File: src/rtl/mem_access_controller.sv
// MEM-stage sequencer: turns an EX/MEM load/store into a REQ/ACK memory transaction,
// stalls the pipeline until completion, and formats load data with sign/zero extension.
//
//   state    | meaning
//   ---------+---------------------------------------------------------------
//   S_IDLE   | waiting for a load/store; issues the request if it is aligned
//   S_ACCESS | DMEM_REQ high, waiting for DMEM_ACK or the timeout
//   S_DONE   | stall released for one cycle so EX/MEM advances past the access
module mem_access_controller #(
    parameter int TIMEOUT_CYCLES = 16,
    parameter int CNT_W          = 5
) (
    input  logic        CLK,
    input  logic        RESET,
    input  logic        MEM_READ,
    input  logic        MEM_WRITE,
    input  logic [2:0]  FUNCT3,
    input  logic [31:0] ADDRESS,
    input  logic [31:0] WRITE_DATA,
    output logic        STALL,
    output logic        DMEM_REQ,
    output logic        DMEM_WE,
    output logic [31:0] DMEM_ADDR,
    output logic [31:0] DMEM_WDATA,
    output logic [3:0]  DMEM_BYTE_EN,
    input  logic        DMEM_ACK,
    input  logic [31:0] DMEM_RDATA,
    output logic [31:0] LOAD_DATA,
    output logic        MISALIGNED,
    output logic        TIMEOUT_ERR
);

    typedef enum logic [1:0] {
        S_IDLE   = 2'd0,
        S_ACCESS = 2'd1,
        S_DONE   = 2'd2
    } state_t;

    state_t           state;
    state_t           state_nxt;
    logic [CNT_W-1:0] tmo_cnt;
    logic [2:0]       funct3_q;
    logic [1:0]       addr_lo_q;
    logic             acc;
    logic             aligned;
    logic             tmo_tc;
    logic [3:0]       byte_en;
    logic [31:0]      wdata_rep;

    function automatic logic [31:0] fmt_load(input logic [2:0]  f3,
                                             input logic [1:0]  lo,
                                             input logic [31:0] rd);
        logic [7:0]  b;
        logic [15:0] h;
        logic [31:0] r;
        case (lo)
            2'd0:    b = rd[7:0];
            2'd1:    b = rd[15:8];
            2'd2:    b = rd[23:16];
            default: b = rd[31:24];
        endcase
        h = lo[1] ? rd[31:16] : rd[15:0];
        case (f3)
            3'b000:  r = {{24{b[7]}}, b};
            3'b100:  r = {24'd0, b};
            3'b001:  r = {{16{h[15]}}, h};
            3'b101:  r = {16'd0, h};
            default: r = rd;
        endcase
        return r;
    endfunction

    assign acc    = MEM_READ | MEM_WRITE;
    assign tmo_tc = (tmo_cnt == '0);

    // Undefined FUNCT3 encodings fall into the word case everywhere below.
    always_comb begin
        aligned   = 1'b1;
        byte_en   = 4'b1111;
        wdata_rep = WRITE_DATA;
        case (FUNCT3)
            3'b000, 3'b100: begin
                byte_en   = 4'b0001 << ADDRESS[1:0];
                wdata_rep = {4{WRITE_DATA[7:0]}};
            end
            3'b001, 3'b101: begin
                aligned   = ~ADDRESS[0];
                byte_en   = 4'b0011 << {ADDRESS[1], 1'b0};
                wdata_rep = {2{WRITE_DATA[15:0]}};
            end
            default: begin
                aligned = (ADDRESS[1:0] == 2'b00);
            end
        endcase
    end

    always_ff @(posedge CLK) begin
        if (RESET) begin
            state <= S_IDLE;
        end else begin
            state <= state_nxt;
        end
    end

    always_comb begin
        state_nxt = state;
        case (state)
            S_IDLE: begin
                if (acc && aligned) begin
                    state_nxt = S_ACCESS;
                end
            end
            S_ACCESS: begin
                if (DMEM_ACK || tmo_tc) begin
                    state_nxt = S_DONE;
                end
            end
            S_DONE: begin
                state_nxt = S_IDLE;
            end
            default: begin
                state_nxt = S_IDLE;
            end
        endcase
    end

    always_comb begin
        STALL = 1'b0;
        case (state)
            S_IDLE:   STALL = acc & aligned;
            S_ACCESS: STALL = 1'b1;
            default:  STALL = 1'b0;
        endcase
    end

    // Timeout is a down-counter loaded at issue; reaching zero without ACK aborts.
    always_ff @(posedge CLK) begin
        if (RESET) begin
            tmo_cnt      <= '0;
            funct3_q     <= 3'b000;
            addr_lo_q    <= 2'b00;
            DMEM_REQ     <= 1'b0;
            DMEM_WE      <= 1'b0;
            DMEM_ADDR    <= 32'd0;
            DMEM_WDATA   <= 32'd0;
            DMEM_BYTE_EN <= 4'd0;
            LOAD_DATA    <= 32'd0;
            MISALIGNED   <= 1'b0;
            TIMEOUT_ERR  <= 1'b0;
        end else begin
            MISALIGNED <= 1'b0;
            case (state)
                S_IDLE: begin
                    if (acc && aligned) begin
                        DMEM_REQ     <= 1'b1;
                        DMEM_WE      <= MEM_WRITE;
                        DMEM_ADDR    <= {ADDRESS[31:2], 2'b00};
                        DMEM_WDATA   <= wdata_rep;
                        DMEM_BYTE_EN <= byte_en;
                        funct3_q     <= FUNCT3;
                        addr_lo_q    <= ADDRESS[1:0];
                        tmo_cnt      <= CNT_W'(TIMEOUT_CYCLES - 1);
                    end else if (acc) begin
                        MISALIGNED <= 1'b1;
                        LOAD_DATA  <= 32'd0;
                    end
                end
                S_ACCESS: begin
                    if (DMEM_ACK) begin
                        DMEM_REQ <= 1'b0;
                        if (!DMEM_WE) begin
                            LOAD_DATA <= fmt_load(funct3_q, addr_lo_q, DMEM_RDATA);
                        end
                    end else if (tmo_tc) begin
                        DMEM_REQ    <= 1'b0;
                        TIMEOUT_ERR <= 1'b1;
                        LOAD_DATA   <= 32'd0;
                    end else begin
                        tmo_cnt <= tmo_cnt - 1'b1;
                    end
                end
                default: begin
                end
            endcase
        end
    end

endmodule

File: config.mk
export PLATFORM = sky130hd
export DESIGN_NAME = mem_access_controller
export DESIGN_NICKNAME = d
export VERILOG_FILES = /design/src/rtl/mem_access_controller.sv
export SDC_FILE = /design/constraint.sdc
export NUM_CORES = 1
export LEC_CHECK = 0
export CAP_MARGIN = 30
export CORE_MARGIN = 8
export CORE_UTILIZATION = 45
export CTS_BUF_LIST = sky130_fd_sc_hd__clkbuf_8
export CTS_CLUSTER_DIAMETER = 100
export CTS_CLUSTER_SIZE = 40
export DETAILED_ROUTE_END_ITERATION = 10
export PLACE_DENSITY = 0.83
export REMOVE_ABC_BUFFERS = 1
export SLEW_MARGIN = 10
export SYNTH_ARGS = -nofsm -noshare
export SYNTH_HDL_FRONTEND = slang
export SYNTH_SLANG_ARGS = --single-unit
File: constraint.sdc
create_clock -name CLK -period 3.2 [get_ports CLK]
set_clock_uncertainty 0.1 [all_clocks]
set_input_delay 0.96 -clock CLK [delete_from_list [all_inputs] [get_ports CLK]]
set_output_delay 0.96 -clock CLK [all_outputs]
set_load 0.03 [all_outputs]
==> summary.txt, run 1 <==
Run status
  – Status: finished clean

Cells and area
  – Fill count: around 860
  – Layout cell share with drive strength beyond 1: 8.690%
  – Most common cell after layout, fill and taps aside: clkdlybuf4s50_1
  – Commonest non-fill, non-tap cells in the layout: clkdlybuf4s50_1 (203), nand2_1 (133), dfxtp_1 (114), a21oi_1 (73), nor2_1 (38)
  – Area delta synth->final: 52.08%
  – Storage element area: 2282 µm²
  – Final Util: 69.01%
  – NumNets Final: 910
  – Multi-input gate area: 2567 µm²

Placed design
  – Port Buf Inserts: 206
  – RD Place Congestion: 0.8625
  – Detail Placement HPWL: between 10 and 15 mm

Synth
  – Post-synth EDFFs: 0
  – Post-synthesis simple-gate area fraction: 18.00%
  – Synth Area in XOR/XNOR: 0.5137%
  – Asr flop ratio synth: 0%
  – Register area share after synthesis: 44.62%
  – Synth cell types: 50
  – Mux contribution to synthesized area: around 4.8%
  – Largest family of logic cells by synthesized area: compound AO/OA/AOI/OAI gates
  – FF+latch count, synth: 114
  – Synth warn: 0
  – Complex-gate fraction of the synthesized area: 25.61%
  – Ys flop type: dfxtp_1
  – Adder-Cell Fraction of Synth Area: 0.4892%
  – Cell Area, Synth: 5115 µm²
  – Post-Synthesis Cells: 612
  – Avg Inst Size Synth: 8.358 µm²

Drt
  – DR iter-0 viols: 463
  – Top sig layer: met4
  – Final ANT Viol Nets: 0
  – Post-Route M1 WL: 7.042 mm
  – DR vias/cell: between 5 and 6
  – Residual DRC: 0
  – First-pass DRT Iterations: 5
  – Vias: around 5300
  – Final WL: 17.92 mm
  – DR WL met2: 8.106 mm
  – Metal3 WL: about 2.5 mm
  – Post-DR wirelength/cell: 18.64 µm

STA
  – Slew @ Worst Pin: 0.9269 ns
  – Period utilisation layout: 98.20%
  – Final hold viol count: 0
  – Min Clock Period, post-route: 3.142 ns
  – Hold_ws: 0.3562 ns
  – RSZ-0062 raised after global routing: no
  – Final-report max-slew violation count: 0
  – Max Clock Freq: 318.2 MHz
  – Slew Limit Headroom: 38.12%
  – Final setup vio count: 0

Clocking
  – Root Buffer: clkbuf_8
  – Clk pin slew, worst setup/hold paths: roughly 0.07 ns
  – Hold_buf cts: 0
  – Htree depth: 4
  – Clock Sinks: 114
  – Skew-Pair Late Insertion Delay: approximately 0.42 ns
  – Total CTS buffers: 17
  – CTS tree: yes
  – Clock Path Buffers: 2

GRT
  – GR Overflow Total: 0
  – Antenna violations before repair: 0
  – Vias in the first global route: around 5200
  – Total Routing Usage GR: between 20% and 30%
  – Global-route wire length before repair: 27.66 mm
  – Largest net degree at the start of global routing: 62

Setup path
  – WP data required: 2.14 ns
  – Setup crit start kind: input port
  – Slowest cell delay on critical path: 0.48 ns
  – Capturing element type of the critical path: output pin
  – WP data arrival: 2.08 ns
  – Max FO, Critical Path: 3
  – Crit-path slowest cell: clkdlybuf4s50_1
  – Setup CP Type: input port to output pin
  – Worst path cell trace: clkdlybuf4s50_1 > a21oi_1 > buf_4 > o221ai_4 > nand2_1 > buf_12

Power and ir drop
  – Leakage power: approximately 2.9 nW
  – Switching share of total power: 32.39%
  – Worst vdd rail ir drop: 0.0004803 V
  – Net Switching: 1.285 mW
  – Flop pwr share: 40.1%
  – P_int: 2.683 mW
  – Clk pwr share: about a third
  – P per Cell Area: 510.2 nW/µm²
  – Comb pwr share: 25.5%

Die
  – Die height: 122.6 µm
  – Die W: 122.6 µm
  – Core area: 11270 µm²
  – FP Rows: 39
  – Die area: 15030 µm²
  – # IOs: 209
  – Initial Util: a little under half

Run
  – Max_cap viols: 0

Hold path
  – HP Class: register to register
registers in the layout, indices dropped and copies added (netlist names):
| name | flops |
|---|---|
| DMEM_BYTE_EN | 4 |
| state | 2 |
| funct3_q | 3 |
| LOAD_DATA | 32 |
| MISALIGNED | 1 |
| DMEM_WDATA | 32 |
| tmo_cnt | 5 |
| DMEM_WE | 1 |
| DMEM_ADDR | 30 |
| addr_lo_q | 2 |
| TIMEOUT_ERR | 1 |
| DMEM_REQ | 1 |
through the flow:
stage | setup TNS, ns | total power [mW] | instance area, µm² | instances | setup WS, ns
4_1_cts | 0 | 3.985 | 7771 | 960 | 0.04332
3_5_place_dp | -1.438 | 2.630 | 7366 | 928 | -0.1430
5_1_grt | 0 | 4.141 | 7776 | 960 | 0.009303
6_report | 0 | 3.968 | 7779 | 961 | 0.05764
2_1_floorplan | -30.22 | 2.108 | 4891 | 562 | -1.799
3_3_place_gp | -0.8184 | 2.603 | 7366 | 928 | -0.09191
power by group through the flow:
stage / registers (mW) / logic, mW / clock network, mW
floorplan: 1.78 / 0.329 / 0
global placement: 1.62 / 0.986 / 0
detailed placement: 1.62 / 1.01 / 0
CTS: 1.59 / 1.01 / 1.38
global route: 1.61 / 1.08 / 1.45
finish: 1.59 / 1.01 / 1.36
logic make-up (layout without fill, tap and decap cells):
logic type / count (synthesis) / in the layout
and+or+nand+nor: 211 / 211
AOI/OAI and AO/OA: 186 / 186
DFF: 114 / 114
buffers and inverters: 71 / 275
muxes: 24 / 24
xor gates and xnor gates: 3 / 3
adders and majority gates: 2 / 2
other: 1 / 3
routing by layer:
metal,vias to the layer above,global-route usage [%]
li1,2537,-
met1,2472,27.10
met2,249,37.41
met3,26,12.65
met4,0,7.083
met5,-,0
cell usage after synthesis, drive strengths merged, types with 5 or more instances:
library cell	instances	share of area, %
a211o	7	1.2
a211oi	11	1.6
a21oi	74	7.3
a22o	22	3.8
a311oi	10	1.7
and3b	8	1.4
buf	15	1.8
clkbuf	36	2.6
dfxtp	114	45
inv	20	1.5
mux2i	21	4.1
nand2	133	9.8
nand2b	5	0.61
nand3	9	0.88
nor2	39	2.9
nor3	5	0.49
o211ai	8	1.2
o21ai	27	2.6
o32ai	13	3.3
area by class of cell:
cell class,count,area share [%]
antenna,1,0.03217
clock buffer,18,3.185
clock inverter,14,2.011
inverter,20,0.9651
multi-input combinational,428,33.01
sequential,114,29.34
tap,143,2.300
timing repair buffer,223,29.16
final timing paths:
check | from | to | slack, ns | cells past startpoint
setup / recovery | ADDRESS[1] | STALL | 0.06 | 6
hold / removal | DMEM_WDATA[31] | DMEM_WDATA[31] | 0.36 | 2
setup reg to reg | state[1] | LOAD_DATA[8] | 0.96 | 5
hold reg to reg | DMEM_WDATA[31] | DMEM_WDATA[31] | 0.36 | 2
critical path, delay by kind of cell:
family / cells / cell delay, ns
compound gates: 2 / 0.21
simple gates: 1 / 0.12
buf+inv: 3 / 0.79
timing repair:
item                                    4_1_cts  5_1_grt
endpoints found under the setup margin        1        1
resized for setup                             2        1
setup buffers                                 0        0
Power figures use the tool's default switching activity.
==> inputs of run 2 (changes only) <==
- CAP_MARGIN: 30 -> unset
==> results of run 2 <==
No change in the layout: final DEF, timing and power equal those of run 1.
